[config.mk]
export PLATFORM = sky130hd
export DESIGN_NAME = camera_pixel_packer
export DESIGN_NICKNAME = d
export VERILOG_FILES = /design/src/rtl/camera_pixel_packer.sv
export SDC_FILE = /design/constraint.sdc
export NUM_CORES = 1
export LEC_CHECK = 0
export CAP_MARGIN = 20
export CORE_ASPECT_RATIO = 0.5
export CORE_MARGIN = 3
export CORE_UTILIZATION = 40
export DETAILED_ROUTE_END_ITERATION = 7
export GPL_TIMING_DRIVEN = 0
export MAX_ROUTING_LAYER = met4
export PLACE_DENSITY = 0.64
export SYNTH_ARGS = -nofsm -noshare
export SYNTH_HDL_FRONTEND = slang
export SYNTH_SLANG_ARGS = --single-unit
[constraint.sdc]
create_clock -name clk -period 10.2 [get_ports clk]
set_input_delay 2.04 -clock clk [delete_from_list [all_inputs] [get_ports clk]]
set_output_delay 2.04 -clock clk [all_outputs]
set_load 0.01 [all_outputs]
[src/rtl/camera_pixel_packer.sv]
// Packs camera pixels into 32-bit words and queues them in a first-word-fall-through FIFO.
// Define CAMERA_PACK_GRAY_EN to convert RGB565 to 8-bit luma and pack four pixels per word.
module camera_pixel_packer #(
  parameter int FIFO_DEPTH = 16
) (
  input  logic                          clk,
  input  logic                          reset,
  input  logic                          pix_we,
  input  logic [7:0]                    pix_hi,
  input  logic [7:0]                    pix_lo,
  input  logic                          frame_ready,
  output logic                          out_valid,
  output logic [31:0]                   out_data,
  output logic                          out_sof,
  input  logic                          out_ready,
  output logic [$clog2(FIFO_DEPTH):0]   fifo_level,
  output logic                          overflow,
  input  logic                          clr_ovf,
  output logic [15:0]                   frame_cnt
);
  localparam int AW = $clog2(FIFO_DEPTH);
  localparam logic [AW:0] FULL = (AW+1)'(FIFO_DEPTH);

`ifdef CAMERA_PACK_GRAY_EN
  localparam int PW = 8;
  typedef enum logic [1:0] {P0, P1, P2, P3} state_t;
  localparam state_t FIRST = P0;
  localparam state_t LAST  = P3;
`else
  localparam int PW = 16;
  typedef enum logic {EMPTY, HALF} state_t;
  localparam state_t FIRST = EMPTY;
  localparam state_t LAST  = HALF;
`endif

  state_t         state;
  logic [31:0]    acc, word;
  logic [PW-1:0]  pix;
  logic           fr_q, fr_edge, push, push_ok, pop, sof_pend;
  logic [32:0]    mem [FIFO_DEPTH];
  logic [AW-1:0]  wptr, rptr;

`ifdef CAMERA_PACK_GRAY_EN
  logic [15:0] rgb;
  logic [7:0]  r8, g8, b8;
  logic [9:0]  ysum;
  always_comb begin
    rgb  = {pix_hi, pix_lo};
    r8   = {rgb[15:11], rgb[15:13]};
    g8   = {rgb[10:5], rgb[10:9]};
    b8   = {rgb[4:0], rgb[4:2]};
    ysum = 10'(r8) + {1'b0, g8, 1'b0} + 10'(b8);
    pix  = ysum[9:2];
  end
`else
  assign pix = {pix_hi, pix_lo};
`endif

  assign fr_edge = frame_ready & ~fr_q;

  // A pixel arriving with the frame edge lands in its slot first; the flush then pushes the padded word.
  always_comb begin
    word = acc;
    push = 1'b0;
    if (pix_we) begin
      word[31 - int'(state)*PW -: PW] = pix;
      push = (state == LAST) || fr_edge;
    end else begin
      push = fr_edge && (state != FIRST);
    end
  end

  always_ff @(posedge clk or posedge reset) begin
    if (reset) begin
      state <= FIRST;
      acc   <= '0;
      fr_q  <= 1'b0;
    end else begin
      fr_q <= frame_ready;
      if (push) begin
        acc   <= '0;
        state <= FIRST;
      end else if (pix_we) begin
        acc   <= word;
        state <= state_t'(state + 1'b1);
      end
    end
  end

  assign out_valid = (fifo_level != '0);
  assign pop       = out_valid & out_ready;
  assign push_ok   = push & ((fifo_level != FULL) | pop);
  assign out_data  = out_valid ? mem[rptr][31:0] : 32'h0;
  assign out_sof   = out_valid ? mem[rptr][32] : 1'b0;

  always_ff @(posedge clk)
    if (push_ok) mem[wptr] <= {sof_pend, word};

  always_ff @(posedge clk or posedge reset) begin
    if (reset) begin
      wptr       <= '0;
      rptr       <= '0;
      fifo_level <= '0;
      overflow   <= 1'b0;
      frame_cnt  <= '0;
      sof_pend   <= 1'b1;
    end else begin
      if (push_ok) wptr <= wptr + 1'b1;
      if (pop)     rptr <= rptr + 1'b1;
      fifo_level <= fifo_level + (AW+1)'(push_ok) - (AW+1)'(pop);
      if (push & ~push_ok) overflow <= 1'b1;
      else if (clr_ovf)    overflow <= 1'b0;
      // A dropped word leaves the start-of-frame marker for the next word that fits.
      if (fr_edge) begin
        frame_cnt <= frame_cnt + 16'd1;
        sof_pend  <= 1'b1;
      end else if (push_ok) begin
        sof_pend  <= 1'b0;
      end
    end
  end
endmodule

==> summary by stage <==
Logic synthesis
The share of flip-flops with an asynchronous set or reset is 0.1096. Measured against the total synthesized area, the mux share comes to 0.1384. After synthesis, the largest family of logic cells by area is multiplexers. The sequential fraction of the synthesis area is 0.7557. The post-synthesis simple-gate area fraction is 0.02920. The arithmetic-cell share of the synthesized area counting full adders, half adders and majority gates is 0.007788. sky130_fd_sc_hd__edfxtp_1 takes more of the synthesized area than any other cell.

The complex-gate fraction of the synthesized area came to 0.04326. After synthesis, the mean cell area works out to 19.54 um^2. After synthesis, the netlist uses 36 different library cells. Of the total synthesized cell area, the portion taken by XOR and XNOR cells is 0.009843. For this run, the number of Yosys warnings is 0. After technology mapping, the gate count stands at 1184.

By area the synthesized netlist is led by sky130_fd_sc_hd__edfxtp_1 (69%), sky130_fd_sc_hd__dfrtp_1 (6.9%), sky130_fd_sc_hd__mux4_2 (6.4%), sky130_fd_sc_hd__mux2i_1 (5.7%), sky130_fd_sc_hd__a22oi_1 (2.1%). Synthesis produced a netlist with a net count of 1219. The top flip-flop cell by instance count after synthesis is sky130_fd_sc_hd__edfxtp_1.

The synthesized design contains 528 enable-type register cells. Of the post-synthesis cell area, the dominant cell type holds 0.6853. The cell area after synthesis is 0.02314 mm^2.

The number of synthesized register bits is 593.

Clock network
The number of gates resized after cts is 0. The cell sitting at the root of the clock tree is a sky130_fd_sc_hd__clkbuf_16. TritonCTS built the clock tree. Once the clock tree was built, the setup fixing pass inserted 0 buffers. At the later pin of the worst-skew pair, clock insertion delay measures 0.60 ns.

For this design, the sink count on the clock tree is 593. For this design, the CTS-stage hold fixing added 0 buffers. TritonCTS created 52 clock buffers. Clock-pin slew was measured on the worst setup and hold paths at 0.06 ns. The number of H-tree levels is 2. The clock passes through at most 3 buffers.

Power
Across the VDD grid, the largest voltage drop is 0.1478 mV. The internal power of the cells totals 5096 uW. Of the total power, the share spent switching nets is 0.3162.

The analysis attributes to cell leakage a power of 0.009396 uW. The design draws 7453 uW. The clock share of power is 0.259. The reported net switching power is 2357 uW. The sequential share of power is 0.403. Of the total power, combinational logic draws 0.338. The areal power density over the cells is 275.6 mW/mm^2.

Route
The number of vias per cell is 5.493. The first routing iteration left 1064 violations. The first detailed-routing pass ran for 5 iterations. Once detail routing completed, the nets flagged for antenna violations numbered 0.

The routed design has 53360 um of wire. After detailed routing, the number of remaining DRC violations is 0. The final route contains 11.76k vias. The routed wire length per instance is 24.94 um.

Worst setup path
STA puts the critical path data required time at 8.16 ns. In this run the worst path has a maximum fanout of 10. The worst setup path is captured at a primary output.

The kind of launch point of the worst setup path is a register. The worst setup path is of the register to primary output kind. The worst register-to-register path has a depth of 8. For the worst setup path, the data arrival time is 3.72 ns.

Global routing
The initial antenna violation count is 0. The wire length of the first global-routing pass is 79630 um. In the global route stage, overall resource usage came out at 0.1807. The pin count of the biggest net entering global routing is 66. The remaining global-route overflow is 0. The number of global-route vias before repair was 12.20k.

Timing
The worst max-slew margin expressed relative to the limit is 0.3167. Between clock sinks in the finished design, the worst skew comes to 0.02413 ns. The count of endpoints failing setup in the final report is 0. The worst hold slack after final layout is 0.4913 ns. The accumulated negative setup slack is 0 ns. The count of pins over their slew limit was 0. Derived from the worst setup path, the maximum achievable clock frequency is 173.6 MHz. The shortest clock period the worst path allows after layout is 5.762 ns.

Setup repair after global routing left no endpoint under its margin. The final hold violation count is 0. In the finished design, the share of the clock period the worst path needs comes to 0.5649.

The transition time at the pin with the least slew margin is 1.019 ns.

Die
The initial cell density of the core is 0.4107. The area enclosed by the die boundary is 0.06094 mm^2. In this run the core area contains 61 standard-cell rows. The region available for standard cell placement spans 0.05633 mm^2.

The height of the chip is 176.1 um. The horizontal extent of the die is 346.1 um. In this run the count of I/O pins placed on the die edge is 78.

Finish
Leaving out fill and tap cells, the most frequent cell in the layout is sky130_fd_sc_hd__edfxtp_1. In the final layout, the share of cells above drive strength 1 is 0.1842. The synthesis-to-finish area growth is 16.87%. After the last flow step, the layout net total stands at 1376.

The antenna cell count is 0. With fillers left out, the area of the finished cells amounts to 0.02704 mm^2. The filler cells instantiated in the layout total 4561. The top cell types in the final layout, fill and taps aside, are sky130_fd_sc_hd__edfxtp_1 (528), sky130_fd_sc_hd__mux2i_1 (132), sky130_fd_sc_hd__clkdlybuf4s50_1 (77), sky130_fd_sc_hd__mux4_2 (66), sky130_fd_sc_hd__a22oi_1 (66).

Place
The congestion estimate from routability-driven global placement came to 0.7911. Summed over all nets, the half-perimeter wirelength after detailed placement is 35920 um. After detailed placement, the total cell area comes to 0.02537 mm^2.

The count of input and output buffers is 77.

Flow run
The max capacitance violation total is 0.

Min path
Along the worst hold path, the cell count comes to 1. The worst hold-check path type is register to register.

Outcome
The run finished with clean final reports.
state kept, by name, summed over array words and instances (netlist names):
| name | count |
|---|---|
| mem | 528 |
| acc | 32 |
| frame_cnt | 16 |
| fifo_level | 5 |
| rptr | 4 |
| wptr | 4 |
| fr_q | 1 |
| overflow | 1 |
| sof_pend | 1 |
| state | 1 |
cell families (layout without fill, tap and decap cells):
logic type,Yosys count,after routing
mux,233,233
flops,593,593
compound gates,121,121
xor+xnor,26,26
buf+inv,78,278
simple gates,119,119
fa+ha+maj,14,14
worst paths after layout:
| check | startpoint | endpoint | slack [ns] |
|---|---|---|---|
| worst min register to register | frame_cnt[15] | frame_cnt[15] | 0.49 |
| worst max-delay path | rptr[1] | out_data[12] | 4.44 |
| worst min-delay path | frame_cnt[15] | frame_cnt[15] | 0.49 |
| worst max register to register | fr_q | mem[1][13] | 6.64 |
| min in group asynchronous | reset | acc[25] | 2.03 |
| max in group asynchronous | reset | frame_cnt[9] | 7.59 |
power groups by stage:
stage               Clock [uW]  Combinational, uW  Sequential (uW)
global placement             0               2430             3060
floorplan                    0               1480             3040
CTS                       1950               2550             3000
detailed placement           0               2530             3050
finish                    1930               2520             3000
global route              2060               2690             3020
layout make-up:
class	count	area [um^2]	area share
inverter	10	40.04	0.001481
multi-input combinational	513	5396	0.1996
timing repair buffer	103	1180	0.04364
buffer	68	329.1	0.01217
tap	756	945.9	0.03498
clock buffer	63	1374	0.05081
clock inverter	34	290.3	0.01074
sequential	593	17480	0.6466
Yosys cell counts (12+ instances only):
cell and n:
sky130_fd_sc_hd__a22oi_1 66, sky130_fd_sc_hd__nor2_1 21, sky130_fd_sc_hd__mux2i_1 132, sky130_fd_sc_hd__mux4_2 66
sky130_fd_sc_hd__and3_1 35, sky130_fd_sc_hd__nor2b_1 21, sky130_fd_sc_hd__dfrtp_1 64, sky130_fd_sc_hd__xnor2_1 21
sky130_fd_sc_hd__ha_1 12, sky130_fd_sc_hd__edfxtp_1 528, sky130_fd_sc_hd__clkbuf_1 28, sky130_fd_sc_hd__mux2_2 35
sky130_fd_sc_hd__buf_2 29, sky130_fd_sc_hd__a221o_1 33, sky130_fd_sc_hd__a22o_1 16
stage by stage:
stage	worst slack, ns	std cells	util
global placement	1.356	2017	0.4412
global route	4.326	2140	0.4800
finish	4.438	2140	0.4800
floorplan	4.532	1184	-
detailed placement	4.467	2043	0.4505
CTS	4.393	2140	0.4800
metal layers:
metal,global-route usage,up-vias,wire length (um)
met2,0.2890,366,25840
li1,-,5120,-
met1,0.2399,6183,22830
met5,-,-,0
met3,0.03283,87,3228
met4,0.05114,0,1465
critical path, cell delays in order, from the launching register on:
cell,delay [ns]
sky130_fd_sc_hd__dfrtp_1,0.38
sky130_fd_sc_hd__buf_2,0.29
sky130_fd_sc_hd__buf_2,0.38
sky130_fd_sc_hd__clkbuf_1,0.75
sky130_fd_sc_hd__mux4_2,0.44
sky130_fd_sc_hd__a221o_1,0.37
sky130_fd_sc_hd__clkdlybuf4s50_1,0.50
No activity file was read; power rests on OpenSTA's default activity.
